### config.mk
export PLATFORM = sky130hd
export DESIGN_NAME = regfile_context_engine_flat
export DESIGN_NICKNAME = d
export VERILOG_FILES = /design/src/rtl/regfile_context_engine_if.sv /design/src/rtl/regfile_context_engine.sv /design/src/flat_wrapper.sv
export SDC_FILE = /design/constraint.sdc
export NUM_CORES = 1
export LEC_CHECK = 0
export BUFFER_PORTS_ARGS = -buffer_cell sky130_fd_sc_hd__buf_2
export CAP_MARGIN = 40
export CORE_MARGIN = 5
export CORE_UTILIZATION = 37
export DETAILED_ROUTE_END_ITERATION = 8
export GPL_TIMING_DRIVEN = 0
export PLACE_DENSITY = 0.84
export SLEW_MARGIN = 20
export SYNTH_ARGS = -nofsm -noshare
export SYNTH_HDL_FRONTEND = slang
export SYNTH_SLANG_ARGS = --single-unit
### constraint.sdc
create_clock -name clk -period 2.5 [get_ports clk]
set_clock_uncertainty 0.15 [all_clocks]
set_input_delay 0.625 -clock clk [delete_from_list [all_inputs] [get_ports clk]]
set_output_delay 0.625 -clock clk [all_outputs]
set_load 0.05 [all_outputs]
### src/rtl/regfile_context_engine_if.sv
`default_nettype none
// ============================================================================
// Module      : regfile_context_engine_if
// Description : Control, register-file and stream signals of the context engine.
// Revision    : 1.0 - initial release
// ============================================================================
interface regfile_context_engine_if #(
    parameter int WIDTH        = 16,
    parameter int SELECT_WIDTH = 4
);
    logic                    save_req;
    logic                    restore_req;
    logic                    abort;
    logic                    busy;
    logic                    done;
    logic                    aborted;
    logic [SELECT_WIDTH-1:0] rf_raddr;
    logic [WIDTH-1:0]        rf_rdata;
    logic                    rf_write;
    logic [SELECT_WIDTH-1:0] rf_waddr;
    logic [WIDTH-1:0]        rf_wdata;
    logic                    out_valid;
    logic                    out_ready;
    logic [WIDTH-1:0]        out_data;
    logic                    in_valid;
    logic                    in_ready;
    logic [WIDTH-1:0]        in_data;

    modport slave (
        input  save_req, restore_req, abort, rf_rdata, out_ready, in_valid, in_data,
        output busy, done, aborted, rf_raddr, rf_write, rf_waddr, rf_wdata,
               out_valid, out_data, in_ready
    );

    modport master (
        output save_req, restore_req, abort, rf_rdata, out_ready, in_valid, in_data,
        input  busy, done, aborted, rf_raddr, rf_write, rf_waddr, rf_wdata,
               out_valid, out_data, in_ready
    );
endinterface
`default_nettype wire

### src/rtl/regfile_context_engine.sv
`default_nettype none
// ============================================================================
// Module      : regfile_context_engine
// Description : Streams the whole register file out (save) or in (restore).
// Revision    : 1.0 - initial release
// ============================================================================
module regfile_context_engine #(
    parameter int WIDTH        = 16,
    parameter int SELECT_WIDTH = 4
) (
    input  wire logic                  clk,
    input  wire logic                  rst,
    regfile_context_engine_if.slave    bus
);

    localparam logic [SELECT_WIDTH-1:0] c_last_idx = {SELECT_WIDTH{1'b1}};

    typedef enum logic [1:0] {
        S_IDLE    = 2'd0,
        S_SAVE    = 2'd1,
        S_RESTORE = 2'd2,
        S_DONE    = 2'd3
    } state_t;

    state_t                  r_state;
    state_t                  w_state_next;
    logic [SELECT_WIDTH-1:0] r_idx;
    logic [SELECT_WIDTH-1:0] w_idx_next;
    logic                    r_aborted;
    logic                    w_abort_pulse;
    logic [WIDTH-1:0]        w_save_word;
    logic [WIDTH-1:0]        w_restore_word;

    assign w_save_word    = bus.rf_rdata;
    assign w_restore_word = bus.in_data;

    always_ff @(posedge clk or posedge rst) begin
        if (rst) begin
            r_state   <= S_IDLE;
            r_idx     <= '0;
            r_aborted <= 1'b0;
        end else begin
            r_state   <= w_state_next;
            r_idx     <= w_idx_next;
            r_aborted <= w_abort_pulse;
        end
    end

    always_comb begin
        w_state_next  = r_state;
        w_idx_next    = r_idx;
        w_abort_pulse = 1'b0;
        bus.out_valid = 1'b0;
        bus.in_ready  = 1'b0;
        bus.rf_write  = 1'b0;

        case (r_state)
            S_IDLE: begin
                if (bus.save_req) begin
                    w_state_next = S_SAVE;
                    w_idx_next   = '0;
                end else if (bus.restore_req) begin
                    w_state_next = S_RESTORE;
                    w_idx_next   = '0;
                end
            end
            S_SAVE: begin
                // Abort kills the beat in the same cycle so no word is half-delivered.
                if (bus.abort) begin
                    w_state_next  = S_IDLE;
                    w_abort_pulse = 1'b1;
                end else begin
                    bus.out_valid = 1'b1;
                    if (bus.out_ready) begin
                        w_idx_next = r_idx + 1'b1;
                        if (r_idx == c_last_idx) begin
                            w_state_next = S_DONE;
                        end
                    end
                end
            end
            S_RESTORE: begin
                if (bus.abort) begin
                    w_state_next  = S_IDLE;
                    w_abort_pulse = 1'b1;
                end else begin
                    bus.in_ready = 1'b1;
                    bus.rf_write = bus.in_valid;
                    if (bus.in_valid) begin
                        w_idx_next = r_idx + 1'b1;
                        if (r_idx == c_last_idx) begin
                            w_state_next = S_DONE;
                        end
                    end
                end
            end
            S_DONE: begin
                w_state_next = S_IDLE;
            end
            default: begin
                w_state_next = S_IDLE;
            end
        endcase
    end

    assign bus.busy     = (r_state != S_IDLE);
    assign bus.done     = (r_state == S_DONE);
    assign bus.aborted  = r_aborted;
    assign bus.rf_raddr = r_idx;
    assign bus.rf_waddr = r_idx;
    assign bus.rf_wdata = w_restore_word;
    assign bus.out_data = w_save_word;

endmodule
`default_nettype wire
### src/flat_wrapper.sv
// flat-port wrapper written by rule: the top's interface ports become plain ports
module regfile_context_engine_flat 
#(
    parameter int WIDTH        = 16,
    parameter int SELECT_WIDTH = 4
)
  (clk, rst, bus_save_req, bus_restore_req, bus_abort, bus_rf_rdata, bus_out_ready, bus_in_valid, bus_in_data, bus_busy, bus_done, bus_aborted, bus_rf_raddr, bus_rf_write, bus_rf_waddr, bus_rf_wdata, bus_out_valid, bus_out_data, bus_in_ready);
  regfile_context_engine_if #(.WIDTH(WIDTH), .SELECT_WIDTH(SELECT_WIDTH)) bus_i ();
  input  wire logic clk;
  input  wire logic rst;
  input wire logic [$bits(bus_i.save_req)-1:0] bus_save_req;
  input wire logic [$bits(bus_i.restore_req)-1:0] bus_restore_req;
  input wire logic [$bits(bus_i.abort)-1:0] bus_abort;
  input wire logic [$bits(bus_i.rf_rdata)-1:0] bus_rf_rdata;
  input wire logic [$bits(bus_i.out_ready)-1:0] bus_out_ready;
  input wire logic [$bits(bus_i.in_valid)-1:0] bus_in_valid;
  input wire logic [$bits(bus_i.in_data)-1:0] bus_in_data;
  output wire logic [$bits(bus_i.busy)-1:0] bus_busy;
  output wire logic [$bits(bus_i.done)-1:0] bus_done;
  output wire logic [$bits(bus_i.aborted)-1:0] bus_aborted;
  output wire logic [$bits(bus_i.rf_raddr)-1:0] bus_rf_raddr;
  output wire logic [$bits(bus_i.rf_write)-1:0] bus_rf_write;
  output wire logic [$bits(bus_i.rf_waddr)-1:0] bus_rf_waddr;
  output wire logic [$bits(bus_i.rf_wdata)-1:0] bus_rf_wdata;
  output wire logic [$bits(bus_i.out_valid)-1:0] bus_out_valid;
  output wire logic [$bits(bus_i.out_data)-1:0] bus_out_data;
  output wire logic [$bits(bus_i.in_ready)-1:0] bus_in_ready;
  assign bus_i.save_req = bus_save_req;
  assign bus_i.restore_req = bus_restore_req;
  assign bus_i.abort = bus_abort;
  assign bus_i.rf_rdata = bus_rf_rdata;
  assign bus_i.out_ready = bus_out_ready;
  assign bus_i.in_valid = bus_in_valid;
  assign bus_i.in_data = bus_in_data;
  assign bus_busy = bus_i.busy;
  assign bus_done = bus_i.done;
  assign bus_aborted = bus_i.aborted;
  assign bus_rf_raddr = bus_i.rf_raddr;
  assign bus_rf_write = bus_i.rf_write;
  assign bus_rf_waddr = bus_i.rf_waddr;
  assign bus_rf_wdata = bus_i.rf_wdata;
  assign bus_out_valid = bus_i.out_valid;
  assign bus_out_data = bus_i.out_data;
  assign bus_in_ready = bus_i.in_ready;
  regfile_context_engine #(.WIDTH(WIDTH), .SELECT_WIDTH(SELECT_WIDTH)) u_core (.clk(clk), .rst(rst), .bus(bus_i));
endmodule
==> results.py, run 1 <==
metrics = {
    "clock_network": {
        "cts.clk_slew.worst_paths_ns": 0.05,
        "cts.hold.buffers_added": 0,
        "cts_made_buffers": 3,
        "clk_latency_ns": 0.25,
        "ctsResizeCount": 0,
        "clock-sinks": 7,
        "root_buffer": "clkbuf_4",
        "cts.htree.levels": 1,
        "clk_path_buf_depth": 2,
        "cts_tree": "built",
        "cts_setup_buffers": 0,
    },
    "global_route": {
        "antenna_found_initial": 0,
        "grt_max_degree": 8,
        "overflow": 0,
        "grt_pass1_vias": 737,
        "grt_usage": 0.126,
        "grt_pass1_wl_mm": 3.21,
    },
    "detailed_routing": {
        "routed.top_layer": "met4",
        "antenna_left": 0,
        "finalWirelength_mm": 2.12,
        "post_drt_wl_per_cell_microns": 12.0,
        "viasPerCell": 4.32,
        "drtPass1Iterations": 4,
        "m1WireLength_microns": 725,
        "wl_met2_mm": 1.09,
        "wl_met3_microns": 269,
        "drt-initial-drc-count": 9,
        "drc": 0,
        "dr_total_vias": 761,
    },
    "logic_synthesis": {
        "synth_flop_cell": "dfrtp_1",
        "yosysWarnings": 0,
        "post-synth-top-count-cell": "buf_4",
        "ys_top_cells_by_area": "buf_4 33%, dfrtp_1 22%, ha_1 12%",
        "avgSynthCellArea_sq_um": 8.79,
        "synth_edf_count": 0,
        "yosysSeqAreaShare": 0.217,
        "synth_common_cells": "36 x buf_4, 8 x ha_1, 8 x inv_1",
        "ys_ff_latch": 7,
        "synth_cells": 92,
        "synthArstFlopShare": 1.00,
        "synth_top_area_frac": 0.334,
        "synth_top_area_cell": "buf_4",
        "synthesis.area_sq_um": 808,
        "netlist-cell-type-count": 20,
        "synth_nets": 139,
    },
    "layout": {
        "fin_cells": 176,
        "drive_gt1_frac": 0.649,
        "area_growth_pct": 40.4,
        "diodes": 0,
        "fin_util": 0.528,
        "fillers": 194,
        "finish.net_count": 196,
    },
    "worst_setup_path": {
        "cp.arrival_ns": 1.46,
        "crit_fanout": 5,
        "start_kind": "flop",
        "critical_path.endpoint_type": "primary output",
        "required_ns": 1.73,
        "path_class": "flop to primary output",
    },
    "placed_design": {
        "io_buffers": 52,
        "dpl.hpwl_mm": 1.89,
        "dp.cells": 172,
        "gp_congestion": 0.877,
    },
    "timing": {
        "setup_tns_ns": 0,
        "maxSlewViolCount": 0,
        "post-route-min-period_ns": 2.24,
        "holdWs_ns": 0.141,
        "grt_setup_unrepaired": "false",
        "max_freq_ghz": 0.447,
        "setup_viol": 0,
        "hold_viol": 0,
        "worst_pin_slew_ns": 0.318,
        "fin_crit_sh": 0.894,
        "slew_headroom": 0.782,
    },
    "floorplan": {
        "die_w_microns": 56.7,
        "initial_core_util": 0.376,
        "die_area_sq_mm": 0.00322,
        "core_sq_mm": 0.00215,
        "ios": 85,
        "rows": 17,
        "fp.dieH_microns": 56.7,
    },
    "power": {
        "power_density_mw_per_mm2": 1050,
        "vdd_drop_max_uv": 500,
        "total_power_mw": 1.19,
        "p_leak_nw": 0.690,
    },
    "worst_hold_path": {
        "hold_class": "primary input to asynchronous set/reset pin",
    },
    "status": {
        "status": "finished, final reports clean",
    },
    "job": {
        "drv_cap": 0,
    },
}
[power breakdown]
part / internal, mW / total, mW / switching, mW / leakage (nW)
Sequential: 0.156 / 0.198 / 0.0423 / 0.0919
Clock: 0.0609 / 0.103 / 0.0420 / 0.0150
Combinational: 0.290 / 0.888 / 0.598 / 0.583
Total: 0.507 / 1.19 / 0.682 / 0.690
[cells in the final DEF, fill, tap and decap left out, drive strengths merged]
cell,instances
a21oi,3
a221oi,1
a31oi,1
a32o,1
and2,2
buf,88
clkbuf,4
dfrtp,7
ha,8
inv,8
mux2i,5
nand2,2
nand2b,5
nand3,4
nor2,3
nor2b,2
nor3,1
nor3b,2
o2bb2ai,1
[cell type report]
type | count | area, sq um | area share
Multi-Input combinational cell | 41 | 338 | 0.298
Buffer | 36 | 270 | 0.238
Clock buffer | 4 | 26.3 | 0.0232
Timing Repair Buffer | 52 | 260 | 0.229
Inverter | 8 | 30.0 | 0.0265
Sequential cell | 7 | 175 | 0.154
Tap cell | 28 | 35.0 | 0.0309
[routing by layer]
metal | vias up | GRT usage
li1 | 372 | -
met1 | 333 | 0.122
met2 | 52 | 0.231
met3 | 4 | 0.0414
met4 | 0 | 0.0695
met5 | - | 0
[path summary, 6_finish.rpt]
check                                              end  cells after the start  slack, ns              startpoint
worst max-delay path                      bus_rf_write                      4       0.26       u_core.r_state[0]
worst min-delay path            u_core.bus.rf_raddr[1]                      2       0.14                     rst
worst max register to register  u_core.bus.rf_raddr[1]                      6       0.63       u_core.r_state[0]
worst min register to register  u_core.bus.rf_raddr[0]                      1       0.40  u_core.bus.rf_raddr[0]
max in group asynchronous            u_core.r_state[0]                      2       1.85                     rst
min in group clk                u_core.bus.rf_raddr[0]                      1       0.40  u_core.bus.rf_raddr[0]
[flip-flops by register name, summed over array words and instances, names as in the netlist]
name,cells
u_core.bus.rf_raddr,4
u_core.r_state,2
u_core.bus.aborted,1
[cells by family (layout without fill, tap and decap cells)]
logic type / after synthesis / after routing / share of synthesized area
flops: 7 / 7 / 0.217
mux: 5 / 5 / 0.0619
simple gates: 21 / 21 / 0.158
buf+inv: 44 / 100 / 0.372
fa+ha+maj: 8 / 8 / 0.124
compound gates: 7 / 7 / 0.0681
[per-stage QoR]
| step | cell area [sq um] | setup slack (ns) |
|---|---|---|
| 6_report | 1130 | 0.265 |
| 5_1_grt | 1130 | 0.142 |
| 4_1_cts | 1130 | 0.251 |
| 3_5_place_dp | 1110 | 0.508 |
| 3_3_place_gp | 1110 | 0.519 |
| 2_1_floorplan | 813 | 0.292 |
[critical path: stages (launching register included)]
cell	delay (ns)
dfrtp_1	0.41
inv_1	0.16
ha_1	0.21
nor3b_2	0.16
buf_2	0.28
No activity file was read; power rests on OpenSTA's default activity.
==> inputs of run 2 (changes only) <==
- ABC_AREA: default -> 1
- CORE_UTILIZATION: 37 -> 39
- PLACE_DENSITY: 0.84 -> 0.86
- SLEW_MARGIN: 20 -> 40
==> run 2 against run 1 <==
  * Synthesized area rose by 6.7%
  * Power shrank 4.1%
  * Critical endpoint unchanged
  * First-iteration DRC count fell by 78%
  * Non-clock buffer count unchanged
  * Maximum frequency is 0.98% lower
==> results.py, run 2 <==
metrics = {
    "detailed_routing": {
        "drtPass1Iterations": 4,
        "antenna_left": 0,
        "drt-initial-drc-count": 2,
        "viasPerCell": 4.08,
        "dr_total_vias": 840,
        "post_drt_wl_per_cell_microns": 9.64,
        "drc": 0,
        "finalWirelength_mm": 1.99,
    },
    "clock_network": {
        "cts.hold.buffers_added": 0,
        "root_buffer": "clkbuf_4",
        "cts_tree": "built",
        "ctsResizeCount": 0,
        "cts.htree.levels": 1,
        "clk_latency_ns": 0.26,
        "cts_setup_buffers": 0,
        "clock-sinks": 7,
        "cts.clk_slew.worst_paths_ns": 0.05,
        "cts_made_buffers": 3,
        "clk_path_buf_depth": 2,
    },
    "logic_synthesis": {
        "post-synth-top-count-cell": "buf_4",
        "synth_common_cells": "36 x buf_4, 26 x nand2_1, 14 x inv_1",
        "synth_top_area_cell": "buf_4",
        "synth_cells": 122,
        "yosysSeqAreaShare": 0.203,
        "yosysWarnings": 0,
        "synth_flop_cell": "dfrtp_1",
        "synthArstFlopShare": 1.00,
        "ys_top_cells_by_area": "buf_4 31%, dfrtp_1 20%, ha_1 12%",
        "synth_edf_count": 0,
        "avgSynthCellArea_sq_um": 7.07,
        "netlist-cell-type-count": 15,
        "ys_ff_latch": 7,
        "synth_nets": 169,
        "synth_top_area_frac": 0.313,
        "synthesis.area_sq_um": 862,
    },
    "power": {
        "p_int_mw": 0.459,
        "p_leak_nw": 0.788,
        "switching_power_mw": 0.682,
        "switching_share": 0.597,
        "total_power_mw": 1.14,
        "seq_power_share": 0.170,
        "clkPwrFrac": 0.094,
        "comb_power_share": 0.736,
        "power_density_mw_per_mm2": 964,
        "vdd_drop_max_uv": 451,
    },
    "global_route": {
        "grt_pass1_wl_mm": 3.11,
        "grt_usage": 0.118,
        "grt_max_degree": 8,
        "overflow": 0,
        "grt_pass1_vias": 801,
        "antenna_found_initial": 0,
    },
    "layout": {
        "drive_gt1_frac": 0.556,
        "area_growth_pct": 37.3,
        "largest_register_ffs": 4,
        "fin_util": 0.546,
        "fin_cells": 206,
        "fin_area_sq_mm": 0.00118,
        "final_cell_mix": "52 x buf_2, 36 x buf_4, 26 x nand2_1",
        "finish.net_count": 226,
        "final_common_cell": "buf_2",
        "diodes": 0,
    },
    "placed_design": {
        "post_dp_cell_area_sq_mm": 0.00116,
        "dpl.hpwl_mm": 1.73,
        "io_buffers": 52,
        "dp.cells": 202,
        "gp_congestion": 0.784,
    },
    "worst_setup_path": {
        "start_kind": "flop",
        "worst-path-stages": 5,
        "path_buf_inv": 2,
        "critPathMaxStageDelay_ns": 0.42,
        "crit_chain": "inv_1 > ha_1 > nand2_1 > nor2_1 > buf_2",
        "crit_start": "u_core.r_state[0]",
        "r2r_start": "u_core.r_state[0]",
        "r2r-end": "u_core.r_state[0]",
        "cp.arrival_ns": 1.48,
        "slowest_stage": "dfrtp_1",
        "required_ns": 1.73,
        "rr_worst_depth": 8,
        "path_class": "flop to primary output",
        "crit_fanout": 5,
        "critical_path.endpoint_type": "primary output",
        "cp_top_family": "buffers and inverters",
        "crit_end": "bus_rf_write",
        "ff2ff_setup_slack_ns": 0.79,
    },
    "job": {
        "drv_cap": 0,
    },
    "floorplan": {
        "rows": 17,
        "ios": 85,
        "fp.dieH_microns": 57.0,
        "core_sq_mm": 0.00217,
        "die_area_sq_mm": 0.00325,
        "initial_core_util": 0.397,
        "die_w_microns": 57.0,
    },
    "timing": {
        "fin_crit_sh": 0.903,
        "hold_viol": 0,
        "setup_tns_ns": 0,
        "worst_pin_slew_ns": 0.279,
        "post-route-min-period_ns": 2.26,
        "setup_viol": 0,
        "grt_setup_unrepaired": "false",
        "slew_headroom": 0.813,
        "max_freq_ghz": 0.443,
        "maxSlewViolCount": 0,
    },
    "worst_hold_path": {
        "hold_class": "primary input to asynchronous set/reset pin",
    },
    "status": {
        "status": "finished, final reports clean",
    },
}
run 2: power by group through the flow:
stage | clock [mW] | combinational [mW] | sequential (mW)
after floorplan | 0 | 0.619 | 0.267
after global placement | 0 | 0.835 | 0.193
after detailed placement | 0 | 0.845 | 0.196
after CTS | 0.109 | 0.850 | 0.193
after global routing | 0.115 | 0.918 | 0.199
final | 0.108 | 0.839 | 0.194
run 2: kinds of logic after synthesis:
| kind of cell | after synthesis | synth area share |
|---|---|---|
| buf+inv | 51 | 0.379 |
| simple gates | 50 | 0.258 |
| fa+ha+maj | 8 | 0.116 |
| flops | 7 | 0.203 |
| compound gates | 6 | 0.0435 |
run 2: cell type report:
class / instances / area (sq um)
Tap cell: 28 / 35.0
Buffer: 36 / 270
Fill cell: 229 / 986
Sequential cell: 7 / 175
Multi-Input combinational cell: 64 / 360
Inverter: 15 / 56.3
Timing Repair Buffer: 52 / 260
Clock buffer: 4 / 26.3
run 2: how the worst min path moves through the flow:
stage / from / end / cells after the start / slack [ns]
after global routing: rst / u_core.r_state[0] / 2 / 0.17
after CTS: rst / u_core.bus.aborted / 2 / 0.15
after detailed placement: u_core.bus.rf_raddr[3] / u_core.bus.rf_raddr[3] / 2 / 0.38
after floorplan: rst / u_core.bus.aborted / 1 / 0.28
final: rst / u_core.r_state[0] / 2 / 0.14
after global placement: u_core.bus.rf_raddr[3] / u_core.bus.rf_raddr[3] / 2 / 0.37
run 2: through the flow:
| step | setup WS, ns | hold WS (ns) |
|---|---|---|
| final | 0.243 | 0.140 |
| after global routing | 0.105 | 0.170 |
| after CTS | 0.233 | 0.149 |
| after detailed placement | 0.472 | 0.377 |
| after global placement | 0.468 | 0.371 |
| after floorplan | 0.269 | 0.278 |
run 2: layer usage:
metal,share of wire,up-vias,track usage
li1,-,445,-
met2,0.52,37,0.209
met4,0.016,0,0.0497
met3,0.086,4,0.0294
met5,0,-,0
met1,0.38,354,0.133
